===== config.mk =====
export PLATFORM = sky130hd
export DESIGN_NAME = bcd_to_bin_converter
export DESIGN_NICKNAME = d
export VERILOG_FILES = /design/src/rtl/bcd_pkg.sv /design/src/rtl/bcd_mul10_add.sv /design/src/rtl/bcd_to_bin_converter.sv
export SDC_FILE = /design/constraint.sdc
export NUM_CORES = 1
export LEC_CHECK = 0
export CORE_UTILIZATION = 55
export DETAILED_ROUTE_END_ITERATION = 10
export PLACE_DENSITY = 0.91
export SETUP_SLACK_MARGIN = 0.15
export SLEW_MARGIN = 20
export SYNTH_ARGS = -nofsm -noshare
export SYNTH_HDL_FRONTEND = slang
export SYNTH_SLANG_ARGS = --single-unit

===== constraint.sdc =====
create_clock -name clk -period 7.65 [get_ports clk]
set_input_delay 1.1475 -clock clk [delete_from_list [all_inputs] [get_ports clk]]
set_output_delay 1.1475 -clock clk [all_outputs]
set_load 0.02 [all_outputs]

===== src/rtl/bcd_pkg.sv =====
// Shared BCD definitions used by the BCD counters and the BCD-to-binary converter.
package bcd_pkg;

  // Converter control states
  typedef enum logic [1:0] {
    IDLE = 2'd0,
    CONV = 2'd1,
    DONE = 2'd2
  } state_t;

  // One packed BCD digit
  typedef logic [3:0] bcd_digit_t;

  // Largest legal BCD digit value
  localparam bcd_digit_t BCD_MAX = 4'd9;

endpackage


===== src/rtl/bcd_mul10_add.sv =====
// Combinational step of the MSD-first conversion: acc*10 + digit, with digit check.
module bcd_mul10_add
  import bcd_pkg::*;
#(
  parameter int W = 14
) (
  input  logic [W-1:0] acc,
  input  bcd_digit_t   digit,
  output logic [W-1:0] result,
  output logic         digit_ok
);

  // acc*10 as (acc<<3)+(acc<<1). Carries only propagate upward, so computing
  // modulo 2^W gives exactly the low W bits of the widened sum; an invalid
  // digit contributes nothing.
  always_comb begin
    digit_ok = (digit <= BCD_MAX);
    result   = (acc << 3) + (acc << 1) + (digit_ok ? W'(digit) : '0);
  end

endmodule


===== src/rtl/bcd_to_bin_converter.sv =====
// Iterative packed-BCD to binary converter, one digit per clock, MSD first,
// with valid/ready handshakes on input and output and invalid-digit detection.
module bcd_to_bin_converter
  import bcd_pkg::*;
#(
  parameter  int DIGITS = 4,
  localparam int BIN_W  = $clog2(10**DIGITS)
) (
  input  logic                clk,
  input  logic                rst_n,
  input  logic                in_valid,
  output logic                in_ready,
  input  logic [4*DIGITS-1:0] bcd_in,
  output logic                out_valid,
  input  logic                out_ready,
  output logic [BIN_W-1:0]    bin_out,
  output logic                err_out
);

  localparam int SR_W  = 4 * DIGITS;
  localparam int CNT_W = (DIGITS > 1) ? $clog2(DIGITS) : 1;

  state_t            state;
  state_t            state_next;
  logic [SR_W-1:0]   digit_sr;
  logic [BIN_W-1:0]  acc;
  logic              err;
  logic [CNT_W-1:0]  cnt;
  logic [BIN_W-1:0]  bin_q;
  logic              err_q;

  logic [BIN_W-1:0]  acc_step;
  logic              digit_ok;
  logic              err_step;
  logic              accept;
  logic              release_out;
  logic              last_digit;

  assign accept      = in_valid && in_ready;
  assign release_out = out_valid && out_ready;
  assign last_digit  = (state == CONV) && (cnt == '0);
  assign err_step    = err | ~digit_ok;

  bcd_mul10_add #(
    .W (BIN_W)
  ) u_mul10_add (
    .acc      (acc),
    .digit    (digit_sr[SR_W-1 -: 4]),
    .result   (acc_step),
    .digit_ok (digit_ok)
  );

  // State register
  // NOTE: sequential state uses non-blocking (<=) so every flop samples pre-edge values.
  always_ff @(posedge clk or negedge rst_n) begin
    if (!rst_n) state <= IDLE;
    else        state <= state_next;
  end

  // Next-state logic
  // NOTE: default assignment first so no path leaves state_next unassigned (no latch).
  always_comb begin
    state_next = state;
    unique case (state)
      IDLE:    if (accept)      state_next = CONV;
      CONV:    if (last_digit)  state_next = DONE;
      DONE:    if (release_out) state_next = IDLE;
      default:                  state_next = IDLE;
    endcase
  end

  // Handshake outputs decoded from state
  always_comb begin
    in_ready  = (state == IDLE);
    out_valid = (state == DONE);
  end

  // Datapath: digit shift register, accumulator, sticky error, counter, result regs
  // NOTE: every datapath register is reset so an aborted conversion leaves no residue.
  always_ff @(posedge clk or negedge rst_n) begin
    if (!rst_n) begin
      digit_sr <= '0;
      acc      <= '0;
      err      <= 1'b0;
      cnt      <= '0;
      bin_q    <= '0;
      err_q    <= 1'b0;
    end else begin
      unique case (state)
        IDLE: begin
          if (accept) begin
            digit_sr <= bcd_in;
            acc      <= '0;
            err      <= 1'b0;
            cnt      <= CNT_W'(DIGITS - 1);
          end
        end
        CONV: begin
          acc      <= acc_step;
          err      <= err_step;
          digit_sr <= digit_sr << 4;
          if (last_digit) begin
            // Result is published only on the edge entering DONE
            bin_q <= err_step ? '0 : acc_step;
            err_q <= err_step;
          end else begin
            cnt <= cnt - 1'b1;
          end
        end
        DONE: begin
          if (release_out) begin
            bin_q <= '0;
            err_q <= 1'b0;
          end
        end
        default: ;
      endcase
    end
  end

  assign bin_out = bin_q;
  assign err_out = err_q;

endmodule


==> results of run 1 <==
metal layers:
metal | wire length (um) | track usage (%)
met5 | 0 | 0
met4 | 104 | 6.972
met3 | 198 | 4.583
met2 | 2957 | 42.89
met1 | 2472 | 30.05
critical path: cells and delay by family, from the launching register on:
kind	cells	cell delay (ps)
and+or+nand+nor	1	280
buffers and inverters	1	640
DFF	1	560
synth_stat cells, types with 3 or more instances:
library cell / instances
nand4_1: 5
buf_2: 3
clkbuf_1: 6
ha_1: 23
a21oi_1: 14
nor2b_1: 10
nand3_1: 4
o21ai_0: 27
nor2_1: 9
a211o_1: 4
nand2_1: 36
a21o_1: 3
dfrtp_1: 49
a32o_1: 3
mux2i_1: 9
nand2b_1: 3
xnor2_1: 5
a22o_1: 13
inv_1: 11
sequential cells by signal, indices dropped and copies added (netlist names):
| name | cells |
|---|---|
| cnt | 2 |
| digit_sr | 16 |
| err | 1 |
| acc | 13 |
| err_out | 1 |
| state | 2 |
| bin_out | 14 |
area by class of cell:
| cell class | instances | area (um^2) | area share [%] |
|---|---|---|---|
| Sequential cell | 49 | 1226 | 37.68 |
| Clock buffer | 7 | 86.33 | 2.653 |
| Multi-Input combinational cell | 199 | 1421 | 43.68 |
| Clock inverter | 1 | 30.03 | 0.9227 |
| Tap cell | 67 | 83.83 | 2.576 |
| Inverter | 11 | 41.29 | 1.269 |
| Timing Repair Buffer | 37 | 365.4 | 11.23 |
cells by family after synthesis:
family / share of synthesized area (%)
AOI/OAI and AO/OA: 20.66
xor gates and xnor gates: 2.240
adders and majority gates: 11.97
buffers and inverters: 3.427
DFF: 44.79
muxes: 3.291
and+or+nand+nor: 13.62
worst min-delay path by stage:
stage / from / end / slack [ps] / cells past startpoint
after floorplan: cnt[0]$_DFFE_PN0P_ / cnt[0]$_DFFE_PN0P_ / 440 / 1
after global placement: cnt[0]$_DFFE_PN0P_ / cnt[0]$_DFFE_PN0P_ / 450 / 1
after detailed placement: digit_sr[6]$_DFFE_PN0P_ / digit_sr[6]$_DFFE_PN0P_ / 470 / 2
after CTS: cnt[0]$_DFFE_PN0P_ / cnt[0]$_DFFE_PN0P_ / 490 / 1
after global routing: cnt[0]$_DFFE_PN0P_ / cnt[0]$_DFFE_PN0P_ / 510 / 1
final: cnt[0]$_DFFE_PN0P_ / cnt[0]$_DFFE_PN0P_ / 480 / 1
power by group through the flow:
stage | clock network, mW | logic (mW) | registers [mW]
final | 0.193 | 0.757 | 0.466
after global routing | 0.204 | 0.844 | 0.482
after CTS | 0.195 | 0.758 | 0.467
after detailed placement | 0 | 0.752 | 0.471
after global placement | 0 | 0.726 | 0.466
after floorplan | 0 | 0.531 | 0.477
==> results by group, run 1 <==
Outcome
  • Outcome: complete, no violations

Drt
  • ANT nets after route: 0
  • Drt drc: 0
  • Vias per inst: 5.809
  • Vias: 2155
  • 1st-iter DRT viols: 199
  • Wirelength, routed: 5732 um
  • WL per Instance: 15.45 um
  • DRT Pass-1 Iters: 6

Critical path
  • Critical Path Start Type: flop
  • Critical-path cell list: nor2b_1, clkdlybuf4s50_1
  • Crit Path Max Fanout: 15
  • Crit path kind: reg2out
  • Slowest-stage cell, CP: clkdlybuf4s50_1
  • Critical R2R Launch: state[0]$_DFFE_PN0P_
  • Worst reg2reg path depth: 5
  • Worst endpoint required time: 6500 ps
  • Crit path from: state[1]$_DFFE_PN0P_
  • Worst reg2reg path endpoint: bin_out[12]$_DFFE_PN0P_
  • CP endpoint kind: output port
  • Worst Path Arrival: 1780 ps
  • Flop2flop setup slack: 4800 ps
  • Crit path capture: out_valid
  • Crit-path max cell delay: 640 ps

Timing
  • Max-slew violations: 0
  • Post-Route Skew: 10.99 ps
  • Peak Freq: 341.6 MHz
  • RSZ-0062 raised after global routing: false
  • Tcrit/Tclk final: 38.26%
  • Minimum clock period: 2927 ps
  • Final setup fails: 0
  • Worst slew pin tran: 986.4 ps
  • Fin Hold WS: 479.4 ps
  • Slew HR: 34.24%
  • Final WS setup: 4723 ps
  • Fin. Hold Viols: 0
  • Setup_tns: 0 ps

Clocking
  • Post-CTS Resized: 0
  • CTS max path bufs: 2
  • Clock latency on the worst-skew pair: 300 ps
  • Postcts setup bufs: 0
  • H-tree Lvls: 2
  • Root Buffer: clkbuf_8
  • CTS sink count: 49
  • Clock-pin slew on the worst setup and hold paths: 80 ps
  • Num CTS Buffers: 5
  • CTS tree: yes
  • Hold_buf cts: 0

Logic synthesis
  • Post-Syn Nets: 315
  • Cell count after synthesis: 270
  • EDFF count, synth: 0
  • Main synth FF type: dfrtp_1
  • Synthesized area per cell: 10.14 um^2
  • Synth area leader: dfrtp_1
  • Post-synth ARST share: 100.0%
  • Mapped Area: 2738 um^2
  • Main area contributors after synthesis: dfrtp_1 45%, ha_1 11%, nand2_1 4.9%, o21ai_0 4.9%, a22o_1 4.2%
  • Sequential element share of the synthesized area: 44.79%
  • Netlist cell types: 43
  • Top cell type's share of synthesized area: 44.79%
  • FF+latch count, synth: 49
  • Ys Warns: 0

Die
  • Num ports: 37
  • Initial core utilization: 57.58%
  • CORE AREA: 4755 um^2
  • DIE AREA: 5264 um^2
  • Row count: 25
  • Die Ht: 72.55 um
  • DIE WIDTH: 72.55 um

Place
  • GP Congestion: 0.9240
  • PortBufs: 36
  • Placed insts: 363
  • Placed Area: 3136 um^2
  • HPWL after detailed placement: 4062 um
  • Pre-CTS setup slack: 4812 ps

Power and ir drop
  • Comb pwr share: 53.4%
  • Sequential share of power: 32.9%
  • Total Power: 1.416 mW
  • Switch share: 41.93%
  • Peak supply drop: 0.3126 mV
  • NetSw: 0.5939 mW
  • Power density over cell area: 435.2 nW/um^2
  • Int Pwr: 0.8226 mW
  • LEAKAGE: 1.529 nW
  • Clk pwr share: 13.7%

Final layout
  • Fin cells: 371
  • Commonest non-fill, non-tap cells in the layout: 49 x dfrtp_1, 36 x nand2_1, 35 x clkdlybuf4s50_1
  • Post-layout instance area: 3254 um^2
  • Fin util: 68.45%
  • Commonest non-fill, non-tap cell in the layout: dfrtp_1
  • Inserted Diodes: 0
  • Syn-to-layout area delta: 18.88%
  • Filler Cells Inserted: 374
  • Share of layout cells above drive strength 1: 6.250%
  • Nets: 348

Global routing
  • First-pass GRT wire length: 9653 um
  • Largest net degree at the start of global routing: 50
  • GR Overflow Total: 0
  • Total routing usage reported by global routing: 24.19%
  • Vias in the first global route: 2081
  • Antenna violations before repair: 0

Job
  • Maxcap violations: 0

Worst hold path
  • Min-Delay Path Class: reg2reg
Note: power is estimated with default switching activity, not from simulation.
==> inputs of run 2 (changes only) <==
==> constraint.sdc (replaced) <==
create_clock -name clk -period 2.77 [get_ports clk]
set_input_delay 0.4155 -clock clk [delete_from_list [all_inputs] [get_ports clk]]
set_output_delay 0.4155 -clock clk [all_outputs]
set_load 0.02 [all_outputs]
==> results by group, run 2 (synthesis gave the netlist of run 1 again) <==
Outcome
  • Outcome: complete, no violations

Timing
  • Tcrit/Tclk final: 99.72%
  • Fin Hold WS: 12.57 ps (-466.8 ps)
  • Post-Route Skew: 12.40 ps (+1.415 ps)
  • Slew HR: 62.24% (+28 points)
  • Minimum clock period: 2762 ps
  • Fin. Hold Viols: 0 (unchanged)
  • Max-slew violations: 0 (unchanged)
  • Final setup fails: 0 (unchanged)
  • Worst slew pin tran: 566.4 ps (-420.1 ps)
  • Peak Freq: 362.0 MHz
  • RSZ-0062 raised after global routing: true

Critical path
  • Delay-heaviest family, CP: adder cells
  • Crit path kind: reg2reg
  • Crit Path Max Fanout: 4 (-11)
  • Critical R2R Launch: digit_sr[13]$_DFFE_PN0P_
  • Worst reg2reg path endpoint: bin_out[13]$_DFFE_PN0P_
  • Crit path buf inv count: 2 (+1)
  • Crit-path max cell delay: 510 ps (-130 ps)
  • Critical-path cell list: nor2_1, nand2_1, fa_1, inv_1, ha_1, a21o_2, nand4_1, buf_4, a2111oi_4, o31a_1, o31ai_2
  • Worst reg2reg path depth: 11 (+6)
  • Worst Path Arrival: 2970 ps (+1190 ps)
  • CP endpoint kind: flop
  • Worst endpoint required time: 2970 ps (-3530 ps)
  • Flop2flop setup slack: 8 ps (-4790 ps)
  • Slowest-stage cell, CP: fa_1
  • Critical Path Start Type: flop

Final layout
  • Post-layout instance area: 3379 um^2 (+3.8%)
  • Inserted Diodes: 0 (unchanged)
  • Commonest non-fill, non-tap cell in the layout: dfrtp_1
  • Nets: 358 (+2.9%)
  • Share of layout cells above drive strength 1: 13.38% (+7.1 points)
  • Commonest non-fill, non-tap cells in the layout: 49 x dfrtp_1, 36 x nand2_1, 35 x clkdlybuf4s50_1
  • Largest register FFs: 16 (unchanged)
  • Filler Cells Inserted: 354 (-5.3%)
  • Fin util: 71.08% (+2.6 points)
  • Fin cells: 381 (+2.7%)
  • Largest reg by FF count: digit_sr
  • Syn-to-layout area delta: 23.45%

Die
  • Num ports: 37 (unchanged)
  • DIE AREA: 5264 um^2 (unchanged)
  • Initial core utilization: 57.58% (unchanged)
  • Row count: 25 (unchanged)
  • CORE AREA: 4755 um^2 (unchanged)
  • Die Ht: 72.55 um (unchanged)
  • DIE WIDTH: 72.55 um (unchanged)

Place
  • PortBufs: 36 (unchanged)
  • Placed Area: 3166 um^2 (+0.96%)
  • HPWL after detailed placement: 4236 um (+4.3%)
  • GP Congestion: 0.9343 (+1.1%)
  • Placed insts: 367 (+1.1%)

Worst hold path
  • Min-Delay Path Class: in2async

Global routing
  • First-pass GRT wire length: 10290 um (+6.6%)
  • Antenna violations before repair: 0 (unchanged)
  • GR Overflow Total: 0 (unchanged)
  • Largest net degree at the start of global routing: 35 (-30%)
  • Total routing usage reported by global routing: 25.67% (+1.5 points)
  • Vias in the first global route: 2269 (+9.0%)

Power and ir drop
  • Peak supply drop: 0.7159 mV (+130%)
  • Power density over cell area: 1210 nW/um^2 (+180%)
  • LEAKAGE: 1.574 nW (+2.9%)
  • Total Power: 4.089 mW (+190%)

Clocking
  • CTS sink count: 49 (unchanged)
  • Num CTS Buffers: 5 (unchanged)
  • Root Buffer: clkbuf_8
  • Clock-pin slew on the worst setup and hold paths: 100 ps (+20 ps)
  • CTS tree: yes
  • CTS max path bufs: 2 (unchanged)
  • H-tree Lvls: 2 (unchanged)
  • Clock latency on the worst-skew pair: 320 ps (+20 ps)

Drt
  • Wirelength, routed: 6151 um (+7.3%)
  • DRT Pass-1 Iters: 4 (-2)
  • Vias per inst: 5.711 (-1.7%)
  • WL per Instance: 16.14 um (+4.5%)
  • ANT nets after route: 0 (unchanged)
  • Drt drc: 0 (unchanged)
  • Vias: 2176 (+0.97%)
  • 1st-iter DRT viols: 181 (-9.0%)

Job
  • Maxcap violations: 0 (unchanged)
-- run 2: changes by cell type in the layout (fill, tap and decap cells not counted), moves of 2 or more --
| cell | previous run | this run |
|---|---|---|
| or3_4 | 0 | 2 |
| buf_4 | 2 | 11 |
| or3_1 | 2 | 0 |
| inv_6 | 0 | 2 |
| a21oi_1 | 14 | 12 |
-- run 2: worst max path at each step --
stage	depth (start not counted)	endpoint	from	slack [ps]
floorplan	10	acc[11]$_DFFE_PN0P_	digit_sr[13]$_DFFE_PN0P_	260
global placement	10	bin_out[13]$_DFFE_PN0P_	digit_sr[13]$_DFFE_PN0P_	120
detailed placement	10	bin_out[13]$_DFFE_PN0P_	digit_sr[13]$_DFFE_PN0P_	60
CTS	10	acc[12]$_DFFE_PN0P_	digit_sr[13]$_DFFE_PN0P_	100
global route	11	bin_out[13]$_DFFE_PN0P_	digit_sr[13]$_DFFE_PN0P_	-110
finish	11	bin_out[13]$_DFFE_PN0P_	digit_sr[13]$_DFFE_PN0P_	8
-- run 2: what timing repair did --
action | CTS | global route
hold buffers | 0 | 0
resized for setup | 4 | 10
setup endpoints to repair | 6 | 13
pin swaps | 1 | 4
gates cloned | 0 | 0
setup buffers | 3 | 3
-- run 2: layout make-up --
type / count / area [um^2] / area share, %
clock buffer: 5 / 68.82 / 2.036
clock inverter: 3 / 25.02 / 0.7405
inverter: 11 / 41.29 / 1.222
multi-input combinational: 199 / 1496 / 44.28
sequential: 49 / 1226 / 36.28
tap: 67 / 83.83 / 2.481
timing repair buffer: 47 / 437.9 / 12.96
-- run 2: where the power goes --
part           total (mW)  leakage (nW)  internal [mW]  switching (mW)
logic                2.37         0.900           1.07            1.30
registers            1.26         0.629           1.03           0.232
clock network       0.456        0.0452          0.184           0.272
total                4.09          1.57           2.28            1.80
-- run 2: per-layer routing --
metal  up-vias  global-route usage (%)  share of wire, %
li1       1056                       -                 -
met2        58                   44.34                51
met3        14                   4.861               3.9
met5         -                       0                 0
met1      1048                   31.33                43
met4         0                   11.11               2.2
-- run 2: metrics by stage --
step | worst slack (ps) | setup TNS, ps
2_1_floorplan | 259.1 | 0
3_3_place_gp | 124.3 | 0
3_5_place_dp | 64.55 | 0
4_1_cts | 104.9 | 0
5_1_grt | -105.8 | -205.5
6_report | 7.625 | 0
